### src/rtl/uart_frm_rx.sv
// UART 8N1 receiver that packs three accepted bytes into a 24-bit config frame.
// Optional inter-byte timeout is enabled with `define FRM_TMO_EN.
module uart_frm_rx #(
  parameter int BAUD_DIV = 2604,
  parameter int TMO_BITS = 16
) (
  input  logic        clk,
  input  logic        rst_n,
  input  logic        RX,
  input  logic        clr_rdy,
  output logic [23:0] cfg_data,
  output logic        frm_rdy,
  output logic        ovr_err,
  output logic [1:0]  dbg_state
);

  localparam int CW = $clog2(BAUD_DIV + 1);
  localparam logic [CW-1:0] HALF = CW'(BAUD_DIV / 2);
  localparam logic [CW-1:0] FULL = CW'(BAUD_DIV);

  if (BAUD_DIV < 4 || TMO_BITS < 1) begin : g_bad_param
    $error("uart_frm_rx: BAUD_DIV must be >= 4 and TMO_BITS >= 1");
  end

  typedef enum logic [1:0] {IDLE, START, DATA, STOP} state_t;

  state_t         state, state_nxt;
  logic           rx_s1, rx_s2, rx_prev;
  logic           rx_fall;
  logic [CW-1:0]  baud_cnt;
  logic           expire;
  logic [2:0]     bit_idx;
  logic [7:0]     shreg;
  logic [1:0]     byte_cnt;
  logic [7:0]     hold0, hold1;
  logic           load_half, load_full, shift_en, byte_ok, frm_err;
  logic           frm_done;
  logic           tmo_hit;

  // rx_prev is one more stage so a start needs a genuine high-to-low edge;
  // this keeps a held-low line (break) from retriggering after its framing error.
  always_ff @(posedge clk or negedge rst_n) begin
    if (!rst_n) begin
      rx_s1   <= 1'b1;
      rx_s2   <= 1'b1;
      rx_prev <= 1'b1;
    end else begin
      rx_s1   <= RX;
      rx_s2   <= rx_s1;
      rx_prev <= rx_s2;
    end
  end

  assign rx_fall   = rx_prev & ~rx_s2;
  assign expire    = (baud_cnt == CW'(1));
  assign dbg_state = state;

  always_ff @(posedge clk or negedge rst_n) begin
    if (!rst_n) state <= IDLE;
    else        state <= state_nxt;
  end

  always_comb begin
    state_nxt = state;
    load_half = 1'b0;
    load_full = 1'b0;
    shift_en  = 1'b0;
    byte_ok   = 1'b0;
    frm_err   = 1'b0;
    case (state)
      IDLE: if (rx_fall) begin
        state_nxt = START;
        load_half = 1'b1;
      end
      START: if (expire) begin
        if (!rx_s2) begin
          state_nxt = DATA;
          load_full = 1'b1;
        end else begin
          state_nxt = IDLE;
        end
      end
      DATA: if (expire) begin
        shift_en  = 1'b1;
        load_full = 1'b1;
        if (bit_idx == 3'd7) state_nxt = STOP;
      end
      STOP: if (expire) begin
        state_nxt = IDLE;
        byte_ok   = rx_s2;
        frm_err   = ~rx_s2;
      end
      default: state_nxt = IDLE;
    endcase
  end

  always_ff @(posedge clk or negedge rst_n) begin
    if (!rst_n) begin
      baud_cnt <= '0;
      bit_idx  <= 3'd0;
      shreg    <= 8'h00;
    end else begin
      if (load_half)                            baud_cnt <= HALF;
      else if (load_full)                       baud_cnt <= FULL;
      else if (state != IDLE && baud_cnt != '0) baud_cnt <= baud_cnt - 1'b1;
      if (shift_en) begin
        shreg   <= {rx_s2, shreg[7:1]};
        bit_idx <= bit_idx + 1'b1;
      end
    end
  end

`ifdef FRM_TMO_EN
  localparam int TMO_CYC = TMO_BITS * BAUD_DIV;
  localparam int TW      = $clog2(TMO_CYC + 1);
  logic [TW-1:0] idle_cnt;

  assign tmo_hit = (state == IDLE) && (byte_cnt != 2'd0) && (idle_cnt == TW'(TMO_CYC - 1));

  always_ff @(posedge clk or negedge rst_n) begin
    if (!rst_n)                                           idle_cnt <= '0;
    else if (state != IDLE || byte_cnt == 2'd0 || tmo_hit) idle_cnt <= '0;
    else                                                  idle_cnt <= idle_cnt + 1'b1;
  end
`else
  assign tmo_hit = 1'b0;
`endif

  assign frm_done = byte_ok && (byte_cnt == 2'd2);

  always_ff @(posedge clk or negedge rst_n) begin
    if (!rst_n) begin
      byte_cnt <= 2'd0;
      hold0    <= 8'h00;
      hold1    <= 8'h00;
    end else if (frm_err || tmo_hit) begin
      byte_cnt <= 2'd0;
    end else if (byte_ok) begin
      case (byte_cnt)
        2'd0:    begin hold0 <= shreg; byte_cnt <= 2'd1; end
        2'd1:    begin hold1 <= shreg; byte_cnt <= 2'd2; end
        default: byte_cnt <= 2'd0;
      endcase
    end
  end

  // A completing frame beats a simultaneous clr_rdy; cfg_data only moves on accept.
  always_ff @(posedge clk or negedge rst_n) begin
    if (!rst_n) begin
      cfg_data <= 24'h000000;
      frm_rdy  <= 1'b0;
      ovr_err  <= 1'b0;
    end else begin
      ovr_err <= 1'b0;
      if (frm_done) begin
        if (!frm_rdy || clr_rdy) begin
          cfg_data <= {hold0, hold1, shreg};
          frm_rdy  <= 1'b1;
        end else begin
          ovr_err <= 1'b1;
        end
      end else if (clr_rdy) begin
        frm_rdy <= 1'b0;
      end
    end
  end

endmodule

### config.mk
export PLATFORM = sky130hd
export DESIGN_NAME = uart_frm_rx
export DESIGN_NICKNAME = d
export VERILOG_FILES = /design/src/rtl/uart_frm_rx.sv
export SDC_FILE = /design/constraint.sdc
export NUM_CORES = 1
export LEC_CHECK = 0
export CELL_PAD_IN_SITES_DETAIL_PLACEMENT = 1
export CELL_PAD_IN_SITES_GLOBAL_PLACEMENT = 2
export CORE_MARGIN = 10
export CORE_UTILIZATION = 41
export CTS_BUF_LIST = sky130_fd_sc_hd__clkbuf_4 sky130_fd_sc_hd__clkbuf_8
export CTS_CLUSTER_DIAMETER = 150
export DETAILED_ROUTE_END_ITERATION = 8
export HOLD_SLACK_MARGIN = 0.03
export PLACE_DENSITY_LB_ADDON = 0.12
export SYNTH_ARGS = -nofsm -noshare
export SYNTH_HDL_FRONTEND = slang
export SYNTH_SLANG_ARGS = --single-unit
export TNS_END_PERCENT = 100
### constraint.sdc
create_clock -name clk -period 3 [get_ports clk]
set_input_delay 0.75 -clock clk [delete_from_list [all_inputs] [get_ports clk]]
set_output_delay 0.75 -clock clk [all_outputs]
set_load 0.02 [all_outputs]
==> results by group <==
Synth
  • EDFF count, synth: 0
  • Synthesized area: 3220 um^2
  • Synthesized flop and latch total: 72
  • Post-Syn Instances: 233
  • Post-synth ARST share: 100%
  • Ys flop type: dfrtp_1
  • Post-synth top area share: 53.6%
  • Sequential share of the synthesized area: 56.0%
  • Distinct cells, synth: 51
  • Largest area contributor in the netlist: dfrtp_1
  • Area contributors post-synth: dfrtp_1 54%, mux2_2 15%, ha_1 3.9%, mux2_4 3.7%, dfstp_2 2.4%
  • Synthesis Warnings: 0
  • Synth Net Count: 247
  • Synthesized area per cell: 13.8 um^2

Routing
  • Vias: 2,019
  • DRC Markers: 0
  • Routed WL: 6.71 mm
  • Router iterations before antenna repair: 4
  • Routed vias/inst: 5.30
  • Initial DRC Count: 111
  • Post-DRT Antenna Nets: 0
  • DR WL/cell: 17.6 um

Setup path
  • CP required: 3.22 ns
  • CP cell instances: inv_1 -> ha_1 -> nor4b_2 -> nand4b_4 -> or4_4 -> mux2_4
  • CP Class: reg -> reg
  • Data arrival time of the critical path: 2.66 ns
  • Crit-path max cell delay: 0.63 ns
  • Worst setup EP type: flop
  • Critical path's slowest cell: or4_4
  • Top fanout value on the critical path: 9
  • Setup crit start kind: flop

Placement
  • Placed Instance Area: 3670 um^2
  • Routability-driven placement congestion ratio: 0.800
  • Post-DP HPWL: 4.89 mm
  • IO buf count: 31

CTS
  • Clk sinks: 72
  • Latest clock arrival within the worst-skew pair: 0.34 ns
  • PostCTS Resize Cnt: 0
  • Root buffer cell: clkbuf_8
  • Clock transition at the registers of the reported paths: 0.08 ns
  • Post CTS Setup Buffer Count: 0
  • TritonCTS clock tree: built
  • Inserted Clock Buffers: 9
  • Hold buffers post-CTS: 0
  • Longest Clk Path Bufs: 2
  • Htree depth: 3

Cells and area
  • Area grow syn2layout: 20.1%
  • Final nets: 288
  • Layout cells sized above 1: 31.5%
  • ANT cells: 0
  • Final Cell Area: 3870 um^2

STA
  • RSZ-0062 raised after global routing: false
  • Worst slew margin: 52.2%
  • Setup TNS: 0 ns
  • Final setup violation count: 0
  • Final period util: 81.3%
  • Min Clock Period, post-route: 2.44 ns
  • Fmax: 0.410 GHz
  • Final hold vios: 0
  • Slew Limit Fails: 0
  • Max Clock Skew: 0.0154 ns
  • WHS: 0.359 ns
  • Worst Max-Slew Pin Slew: 0.716 ns

Power
  • Peak supply drop: 281 uV
  • Leak: 1.85 nW
  • Total power: 2.31 mW
  • PwrDens: 597 nW/um^2

Floorplanning
  • Placement row count: 32
  • Die Height: 109 um
  • # IOs: 32
  • Die area: 11,800 um^2
  • Core ar.: 7690 um^2
  • Die X: 109 um
  • Starting density of the core: 41.9%

Run status
  • Status: finished, final reports clean

GRT
  • Met3 usage: 3.89%
  • GRT Total Usage: 12.2%
  • GRT overflow: 0
  • Met1 GRT Util: 17.4%
  • First-pass GRT wire length: 11.4 mm
  • Antenna violations before repair: 0
  • Most Crowded Layer GR: met1
  • Largest net degree at the start of global routing: 36
  • Vias in the first global route: 2,190
  • Grt met2 use: 17.0%

Hold path
  • HP Class: reg -> reg

Flow run
  • Max-Cap Viols: 0
critical path, delay by kind of cell, from the launching register on:
kind / cells / cell delay [ns]
adder cells (fa/ha/maj): 1 / 0.15
multiplexers: 1 / 0.33
AND/OR/NAND/NOR: 3 / 1.32
buffers and inverters: 1 / 0.10
flip-flops: 1 / 0.41
synthesized netlist by cell type (all sizes together) (2+ instances only):
| master | number |
|---|---|
| dfrtp | 69 |
| clkbuf | 2 |
| nor4b | 2 |
| nor2 | 8 |
| inv | 7 |
| or4 | 5 |
| or3 | 2 |
| dfstp | 3 |
| xnor2 | 3 |
| and4b | 2 |
| nand2b | 3 |
| ha | 10 |
| nor4 | 7 |
| nand4b | 2 |
| and3 | 2 |
| a21oi | 4 |
| nand3 | 3 |
| mux2i | 2 |
| a31oi | 2 |
| nand2 | 6 |
| a211o | 2 |
| a211oi | 6 |
| o21ai | 4 |
| nor3 | 5 |
| o31ai | 2 |
| buf | 5 |
| nor2b | 2 |
| mux2 | 50 |
cells by family after synthesis:
group                      count (synthesis)  share of synthesized area [%]
DFF                                       72                           56.0
and+or+nand+nor                           55                           12.1
muxes                                     52                           19.0
AOI/OAI and AO/OA                         27                           5.94
buffers and inverters                     14                           2.17
adders and majority gates                 10                           3.88
xor gates and xnor gates                   3                          0.816
cell type report:
| class | instances | area (um^2) |
|---|---|---|
| clock inverter | 6 | 68.8 |
| inverter | 7 | 26.3 |
| tap | 102 | 128 |
| multi-input combinational | 147 | 1350 |
| sequential | 72 | 1810 |
| fill | 804 | 3820 |
| timing repair buffer | 37 | 363 |
| clock buffer | 10 | 131 |
layer usage:
metal | part of all wire (%) | wire [um]
met1 | 51 | 3410
met2 | 43 | 2890
met3 | 5.3 | 353
met4 | 0.89 | 60
met5 | 0 | 0
registers in the layout, indices dropped and copies added (netlist names), named ones only:
signal,count
rx_s1,1
rx_prev,1
byte_cnt,2
shreg,8
ovr_err,1
baud_cnt,12
frm_rdy,1
dbg_state,1
cfg_data,24
hold1,8
rx_s2,1
bit_idx,3
hold0,8
report_power, final:
part / switching [mW] / total [mW] / leakage (nW) / internal, mW
clock: 0.379 / 0.777 / 0.100 / 0.398
combinational: 0.232 / 0.399 / 0.775 / 0.167
sequential: 0.0996 / 1.13 / 0.970 / 1.03
through the flow:
stage	util (%)	setup slack, ns	cells
final	50.3	0.562	381
after global routing	50.3	0.427	381
after CTS	50.3	0.548	381
after detailed placement	47.7	0.575	365
after global placement	47.7	0.643	365
after floorplan	-	0.756	233
worst paths after layout:
path / from / to / slack, ns / cells past startpoint
setup / recovery: baud_cnt[1] / hold0[1] / 0.56 / 6
hold / removal: rx_s1 / rx_s2 / 0.36 / 0
setup reg to reg: baud_cnt[1] / hold0[1] / 0.56 / 6
hold reg to reg: rx_s1 / rx_s2 / 0.36 / 0
max in group asynchronous: rst_n / rx_s2 / 1.99 / 2
min in group asynchronous: rst_n / baud_cnt[1] / 0.39 / 1
cell usage in the layout (no fill, tap or decap), types with 2 or more instances in the layout:
cell / n
inv_1: 7
clkbuf_8: 9
clkdlybuf4s50_1: 30
o21ai_0: 4
mux2_2: 42
or4_1: 3
a31oi_1: 2
a211o_1: 2
mux2i_1: 2
or3_1: 2
a21oi_1: 4
nor4_1: 5
nor4_4: 2
mux2_4: 8
nand3_1: 3
ha_1: 10
buf_4: 5
nor2_1: 8
clkinv_4: 2
nor3_1: 5
dfrtp_1: 69
nor2b_1: 2
xnor2_1: 3
nand2_1: 6
nand2b_1: 3
a211oi_1: 6
dfstp_2: 3
o31ai_1: 2
Note: power is estimated with default switching activity, not from simulation.
